## src/rtl/control_sequencer_if.sv

```systemverilog
// Control bus between the instruction sequencer and the fetch/execute datapath.
// The sequencer is the slave side (consumes IR/resume, drives strobes).
interface control_sequencer_if #(
   parameter int DataWidth  = 16,
   parameter int SelectSize = 2
);
   logic [DataWidth-1:0]  ir;
   logic                  resume;
   logic                  pc_ld;
   logic                  pc_inc;
   logic                  ir_ld;
   logic                  mem_rw;
   logic                  mem_en;
   logic [SelectSize-1:0] addr_src;
   logic                  acc_ld;
   logic                  halted;
   logic                  illegal;
   logic [3:0]            state;

   modport slave (
      input  ir, resume,
      output pc_ld, pc_inc, ir_ld, mem_rw, mem_en, addr_src, acc_ld,
             halted, illegal, state
   );

   modport master (
      output ir, resume,
      input  pc_ld, pc_inc, ir_ld, mem_rw, mem_en, addr_src, acc_ld,
             halted, illegal, state
   );
endinterface

```

## src/rtl/control_sequencer.sv

```systemverilog
// Moore-style instruction sequencer: fetch, decode and execute NOP/HALT/JMP/LD/ST.
// Control strobes are registered alongside the state so they always match it.
module control_sequencer #(
   parameter int DataWidth  = 16,
   parameter int SelectSize = 2
) (
   input  logic                 clk,
   input  logic                 reset,
   control_sequencer_if.slave   bus
);

   typedef enum logic [3:0] {
      ST_RST  = 4'd0,
      ST_F1   = 4'd1,
      ST_F2   = 4'd2,
      ST_DEC  = 4'd3,
      ST_LD1  = 4'd4,
      ST_LD2  = 4'd5,
      ST_ST1  = 4'd6,
      ST_JMP1 = 4'd7,
      ST_HLT  = 4'd8
   } state_e;

   typedef struct packed {
      logic                  pc_ld;
      logic                  pc_inc;
      logic                  ir_ld;
      logic                  mem_rw;
      logic                  mem_en;
      logic [SelectSize-1:0] addr_src;
      logic                  acc_ld;
      logic                  halted;
   } ctl_t;

   localparam logic [SelectSize-1:0] AddrPc = {SelectSize{1'b0}};
   localparam logic [SelectSize-1:0] AddrIr = SelectSize'(1);

   localparam ctl_t CtlDefault = '{
      pc_ld:    1'b1,
      pc_inc:   1'b1,
      ir_ld:    1'b1,
      mem_rw:   1'b0,
      mem_en:   1'b1,
      addr_src: AddrPc,
      acc_ld:   1'b1,
      halted:   1'b0
   };

   // Strobe pattern for a given state; unused encodings fall back to defaults.
   function automatic ctl_t decode_ctl(input state_e s);
      ctl_t c;
      c = CtlDefault;
      case (s)
         ST_F1: begin
            c.mem_en   = 1'b0;
            c.mem_rw   = 1'b0;
            c.addr_src = AddrPc;
         end
         ST_F2: begin
            c.mem_en   = 1'b0;
            c.mem_rw   = 1'b0;
            c.addr_src = AddrPc;
            c.ir_ld    = 1'b0;
            c.pc_inc   = 1'b0;
         end
         ST_LD1: begin
            c.mem_en   = 1'b0;
            c.mem_rw   = 1'b0;
            c.addr_src = AddrIr;
         end
         ST_LD2: begin
            c.mem_en   = 1'b0;
            c.mem_rw   = 1'b0;
            c.addr_src = AddrIr;
            c.acc_ld   = 1'b0;
         end
         ST_ST1: begin
            c.mem_en   = 1'b0;
            c.mem_rw   = 1'b1;
            c.addr_src = AddrIr;
         end
         ST_JMP1: begin
            c.pc_ld    = 1'b0;
         end
         ST_HLT: begin
            c.halted   = 1'b1;
         end
         default: begin
            c = CtlDefault;
         end
      endcase
      return c;
   endfunction

   state_e     state_r;
   state_e     state_next_s;
   ctl_t       ctl_r;
   logic       illegal_r;
   logic       illegal_hit_s;
   logic [3:0] opcode_s;

   assign opcode_s = bus.ir[DataWidth-1 -: 4];

   // Next-state selection; opcode is only consulted in DEC, resume only in HLT.
   always_comb begin
      state_next_s  = ST_RST;
      illegal_hit_s = 1'b0;
      case (state_r)
         ST_RST:  state_next_s = ST_F1;
         ST_F1:   state_next_s = ST_F2;
         ST_F2:   state_next_s = ST_DEC;
         ST_DEC: begin
            case (opcode_s)
               4'h0:    state_next_s = ST_F1;
               4'h1:    state_next_s = ST_HLT;
               4'h2:    state_next_s = ST_JMP1;
               4'h3:    state_next_s = ST_LD1;
               4'h4:    state_next_s = ST_ST1;
               default: begin
                  state_next_s  = ST_F1;
                  illegal_hit_s = 1'b1;
               end
            endcase
         end
         ST_LD1:  state_next_s = ST_LD2;
         ST_LD2:  state_next_s = ST_F1;
         ST_ST1:  state_next_s = ST_F1;
         ST_JMP1: state_next_s = ST_F1;
         ST_HLT: begin
            if (!bus.resume) begin
               state_next_s = ST_F1;
            end else begin
               state_next_s = ST_HLT;
            end
         end
         default: state_next_s = ST_RST;
      endcase
   end

   // State, strobes and sticky illegal flag; strobes are decoded from the next state.
   always_ff @(posedge clk) begin
      if (!reset) begin
         state_r   <= ST_RST;
         ctl_r     <= CtlDefault;
         illegal_r <= 1'b0;
      end else begin
         state_r   <= state_next_s;
         ctl_r     <= decode_ctl(state_next_s);
         illegal_r <= illegal_r | illegal_hit_s;
      end
   end

   assign bus.pc_ld    = ctl_r.pc_ld;
   assign bus.pc_inc   = ctl_r.pc_inc;
   assign bus.ir_ld    = ctl_r.ir_ld;
   assign bus.mem_rw   = ctl_r.mem_rw;
   assign bus.mem_en   = ctl_r.mem_en;
   assign bus.addr_src = ctl_r.addr_src;
   assign bus.acc_ld   = ctl_r.acc_ld;
   assign bus.halted   = ctl_r.halted;
   assign bus.illegal  = illegal_r;
   assign bus.state    = state_r;

endmodule

```

## src/flat_wrapper.sv

```systemverilog
// flat-port wrapper written by rule: the top's interface ports become plain ports
module control_sequencer_flat 
#(
   parameter int DataWidth  = 16,
   parameter int SelectSize = 2
)
  (clk, reset, bus_ir, bus_resume, bus_pc_ld, bus_pc_inc, bus_ir_ld, bus_mem_rw, bus_mem_en, bus_addr_src, bus_acc_ld, bus_halted, bus_illegal, bus_state);
  control_sequencer_if #(.DataWidth(DataWidth), .SelectSize(SelectSize)) bus_i ();
  input  logic clk;
  input  logic reset;
  input wire logic [$bits(bus_i.ir)-1:0] bus_ir;
  input wire logic [$bits(bus_i.resume)-1:0] bus_resume;
  output wire logic [$bits(bus_i.pc_ld)-1:0] bus_pc_ld;
  output wire logic [$bits(bus_i.pc_inc)-1:0] bus_pc_inc;
  output wire logic [$bits(bus_i.ir_ld)-1:0] bus_ir_ld;
  output wire logic [$bits(bus_i.mem_rw)-1:0] bus_mem_rw;
  output wire logic [$bits(bus_i.mem_en)-1:0] bus_mem_en;
  output wire logic [$bits(bus_i.addr_src)-1:0] bus_addr_src;
  output wire logic [$bits(bus_i.acc_ld)-1:0] bus_acc_ld;
  output wire logic [$bits(bus_i.halted)-1:0] bus_halted;
  output wire logic [$bits(bus_i.illegal)-1:0] bus_illegal;
  output wire logic [$bits(bus_i.state)-1:0] bus_state;
  assign bus_i.ir = bus_ir;
  assign bus_i.resume = bus_resume;
  assign bus_pc_ld = bus_i.pc_ld;
  assign bus_pc_inc = bus_i.pc_inc;
  assign bus_ir_ld = bus_i.ir_ld;
  assign bus_mem_rw = bus_i.mem_rw;
  assign bus_mem_en = bus_i.mem_en;
  assign bus_addr_src = bus_i.addr_src;
  assign bus_acc_ld = bus_i.acc_ld;
  assign bus_halted = bus_i.halted;
  assign bus_illegal = bus_i.illegal;
  assign bus_state = bus_i.state;
  control_sequencer #(.DataWidth(DataWidth), .SelectSize(SelectSize)) u_core (.clk(clk), .reset(reset), .bus(bus_i));
endmodule
```

## config.mk

```make
export PLATFORM = sky130hd
export DESIGN_NAME = control_sequencer_flat
export DESIGN_NICKNAME = d
export VERILOG_FILES = /design/src/rtl/control_sequencer_if.sv /design/src/rtl/control_sequencer.sv /design/src/flat_wrapper.sv
export SDC_FILE = /design/constraint.sdc
export NUM_CORES = 1
export LEC_CHECK = 0
export BUFFER_PORTS_ARGS = -buffer_cell sky130_fd_sc_hd__clkbuf_2
export CORE_MARGIN = 5
export CORE_UTILIZATION = 35
export DETAILED_ROUTE_END_ITERATION = 10
export GPL_TIMING_DRIVEN = 0
export PLACE_DENSITY = 0.76
export SYNTH_ARGS = -nofsm -noshare
export SYNTH_HDL_FRONTEND = slang
export SYNTH_SLANG_ARGS = --single-unit
```

## constraint.sdc

```tcl
create_clock -name clk -period 4 [get_ports clk]
set_input_delay 0.2 -clock clk [delete_from_list [all_inputs] [get_ports clk]]
set_output_delay 0.2 -clock clk [all_outputs]
set_load 0.05 [all_outputs]
```

# Yosys cells after proc, flatten, opt, wreduce, memory -nomap -nowiden
# Cells that the tools add are included.
[op_classes]
eq_ne = 19
n_mux = 10
n_bitwise = 1
n_reduce_logical = 6
[op_table]
columns = ["op", "n"]
rows = [
  ["4-bit by 3-bit == test with 1-bit output, second input constant", 9],
  ["4-bit case mux with 6 select lines", 1],
  ["4-bit by 2-bit == test with 1-bit output, second input constant", 5],
  ["4-bit case mux with 4 select lines", 1],
  ["4-bit by 1-bit == test with 1-bit output, second input constant", 3],
  ["4-bit case mux with 3 select lines", 1],
  ["4-bit == test, second input constant", 2],
  ["4-bit zero test", 2],
  ["1-bit 2-to-1 mux", 5],
  ["5-bit OR reduction", 1],
  ["4-bit 2-to-1 mux", 1],
  ["2-bit OR reduction", 2],
  ["4-bit OR reduction", 1],
  ["2-bit 2-to-1 mux", 1],
  ["1-bit OR", 1],
]
[totals]
reg_bits = 14
input_bits = 19
out_inout_bits = 14
elab_cells = 46

# Longest topological paths before layout
[logic_depth]
ltp_word = 6
ltp_mapped = 4
mapped_depth_nobuf = 4

# Least setup slack after synthesis
# Ideal clock, no wire load.
[synth_timing]
kind = "reg-to-reg"
start = "register u_core.state_r[0], in the netlist u_core.bus.state[0]"
end = "register u_core.ctl_r, in the netlist u_core.bus.acc_ld"
setup_ns = 0.127
arrival_time_ns = 1.788
required_ns = 3.873
slack_ns = 2.085
stages_incl_launch_ff = 5
path_buffers = 0
period_less_slack_ns = 1.915
cell_sequence = "dfxtp_1 nand4bb_4 o32a_1 a21o_2 or3_1"
[synth_via]
elab_chain_cells = 5
word_cells_on_any_way = 13
cone_classes = "eq/ne (9); mux (2); reduce/logical (2)"
[synth_lines]
columns = ["element", "line", "text"]
rows = [
  ["start: declaration", "control_sequencer.sv:95", "state_e state_r;"],
  ["start signal: assignment", "control_sequencer.sv:147", "state_r <= state_next_s;"],
  ["4-bit by 3-bit == test with 1-bit output / 4-bit zero test (equally long branches)", "control_sequencer.sv:108", "case (state_r)"],
  ["4-bit OR reduction (no source line)", "--", ""],
  ["4-bit case mux with 6 select lines *", "control_sequencer.sv:108", ""],
  ["4-bit by 3-bit == test with 1-bit output *", "control_sequencer.sv:53", "case (s)"],
  ["1-bit 2-to-1 mux *", "control_sequencer.sv:53", ""],
  ["end signal: assignment", "control_sequencer.sv:144", "ctl_r <= CtlDefault;"],
  ["end signal: assignment", "control_sequencer.sv:148", "ctl_r <= decode_ctl(state_next_s);"],
  ["end: declaration", "control_sequencer.sv:97", "ctl_t ctl_r;"],
]
# Every way passes the cells marked *; elsewhere a longest branch is shown, timed or not.
# A chain may end at the register's enable or synchronous reset.

# Worst setup path in the final report
# Ends and elaborated chain as after synthesis.

==> reports/results.txt <==
HPWL after DPL: 912 um
DP Area: 657 um2
Place WS: 2300 ps
Initial Utilization: 36.4%
syn_nets: 76
CP Class: reg2reg
leading area contributor after synthesis: dfxtp_1
ANT cells: 0
Layout area overhead: 25.4%
Worst EP required: 4150 ps
DR WL/cell: 11.2 um
FFs w/ async S/R, synth: 0%
M1 GR Usage: 10.4%
vias in the first global route: 463
largest net degree at the start of global routing: 9
fin crit share: 42.3%
library cells used by synthesis: 27
reg2reg start: u_core.bus.state[0]
Cell Area, Synth: 542 um2
GRT overflow: 0
Die Width: 49.3 um
maxcap violations: 0
r2r setup slk: 2310 ps
RD Place Congestion: 0.742
Die Y: 49.3 um
PnR worst setup slack: 2310 ps
Area contributors post-synth: dfxtp_1, nor2_1, nand4bb_4, nor3b_1, and2_1
port bufs: 19
Seq. cell area: 240 um2
Residual DRC: 0
via/cell ratio: 4.91
# rows: 14
Clock Skews: 3.62 ps
CP Max Fanout: 7
core area: 1490 um2
H-tree Lvls: 1
Post-Synthesis Cells: 57
clock buffer depth: 2
Hold Vio Cnt, Final: 0
Post-synth top flop: dfxtp_1
Design Power: 253 uW
multi-input logic area: 279 um2
startpoint types: register
setup bufs post-CTS: 0
number of synthesized register bits: 12
Syn Area/Cell: 9.50 um2
post_cts resized: 0
post-route cell area: 679 um2
hold wc startpoint: reset
Worst Setup SP: u_core.bus.state[0]
GR peak layer: met2
Global Route Usage Sum: 9.64%
final cell count without fillers: 95
final core utilization: 45.6%
peak supply drop: 0.000203 V
Hold Slack: 187 ps
Fillers: 149
layout cell share with drive strength beyond 1: 36.7%
Seq/Total Area, Yosys: 44.3%
DP Cell Count: 92
CTS Hold Bufs: 0
total CTS buffers: 3
grt met3 use: 4.28%
Detail Route Antenna Nets: 0
TritonCTS clock tree: built
final worst path period need: 1690 ps
initial antenna violation count: 0
grt met2 use: 17.4%
synth warn: 0
Setup crit end kind: register
routed via count: 466
Clk pin slew, worst setup/hold paths: 60 ps
outcome: finished clean
Boundary Pins: 33
WL final: 1.06 mm
Final nets: 100
first-iteration detailed-routing DRC count: 6
Detailed Routing Iterations Pass 1: 3
Setup Viol. Count Final: 0
pwr/cell area: 372 nW/um2
Post-synth EDFFs: 0
clk sink count: 12
worst-skew pair later-pin latency: 260 ps
Setup TNS Final: 0 ps
CTS Root Cell: clkbuf_4
DIE AREA: 2430 um2
worst min-delay path class: in2reg
final max-slew violation count: 0
unrepaired setup endpoints after global routing: no
Worst Path Arrival: 1840 ps
Synth top area share: 44.3%
Leakage: 0.304 nW
first-pass GRT wire length: 1.89 mm
Max Clk Rate: 0.591 GHz
==> cell families (layout without fill, tap and decap cells) <==
kind of cell,Yosys count,after routing,share of synthesized area [%]
AO/OA/AOI/OAI,9,9,14.3
AND/OR/NAND/NOR,30,30,34.9
flip-flops,12,12,44.3
XOR/XNOR,1,1,1.62
other,1,1,0.692
buffers and inverters,4,26,4.16
==> final timing paths <==
check                        endpoint  cells after the start
setup / recovery    u_core.bus.acc_ld                      4
hold / removal    u_core.bus.state[3]                      2
hold reg to reg    u_core.bus.illegal                      2
setup reg to reg    u_core.bus.acc_ld                      4
==> area by class of cell <==
type / count / area share, %
Tap cell: 16 / 2.95
Timing Repair Buffer: 19 / 14.0
Sequential cell: 12 / 35.4
Buffer: 2 / 2.21
Clock buffer: 3 / 3.31
Multi-Input combinational cell: 41 / 41.1
Inverter: 2 / 1.10
==> flip-flops by register name, summed over array words and instances, names as in the netlist <==
name                 cells
u_core.bus.addr_src      1
u_core.bus.halted        1
u_core.bus.mem_rw        1
u_core.bus.pc_ld         1
u_core.bus.illegal       1
u_core.bus.state         4
u_core.bus.acc_ld        1
u_core.bus.ir_ld         1
u_core.bus.mem_en        1
==> critical path, cell delays in order (launching register included) <==
cell and delay, ps:
dfxtp_1 470, nand4bb_4 160, o32a_1 370, a21o_2 230
or3_1 340
==> where the power goes <==
group,total [mW],internal (mW),switching [mW]
logic,0.0560,0.0179,0.0382
clock network,0.0676,0.0347,0.0329
registers,0.129,0.124,0.00493
total,0.253,0.177,0.0760
==> per-layer routing <==
| layer | up-vias | routed length, um |
|---|---|---|
| met5 | - | 0 |
| met2 | 10 | 568 |
| met1 | 209 | 441 |
| met4 | 0 | 0 |
| li1 | 247 | - |
| met3 | 0 | 55 |
==> placed cells by master (no fill, tap or decap), types with 2 or more instances in the layout <==
master and instances:
and2_1 3, buf_4 2, clkbuf_2 19, clkbuf_4 3
dfxtp_1 12, inv_1 2, nand2b_1 2, nor2_1 11
nor3_1 2, nor3b_1 3, nor4b_1 2
==> cell usage after synthesis, drive strengths merged, types with 2 or more instances <==
library cell / instances
nand2b: 2
buf: 2
inv: 2
nor2: 11
o21ai: 2
a21o: 2
and2: 3
or3: 2
nor3b: 3
nor4b: 2
a211oi: 2
nor3: 2
dfxtp: 12
Note: power is estimated with default switching activity, not from simulation.
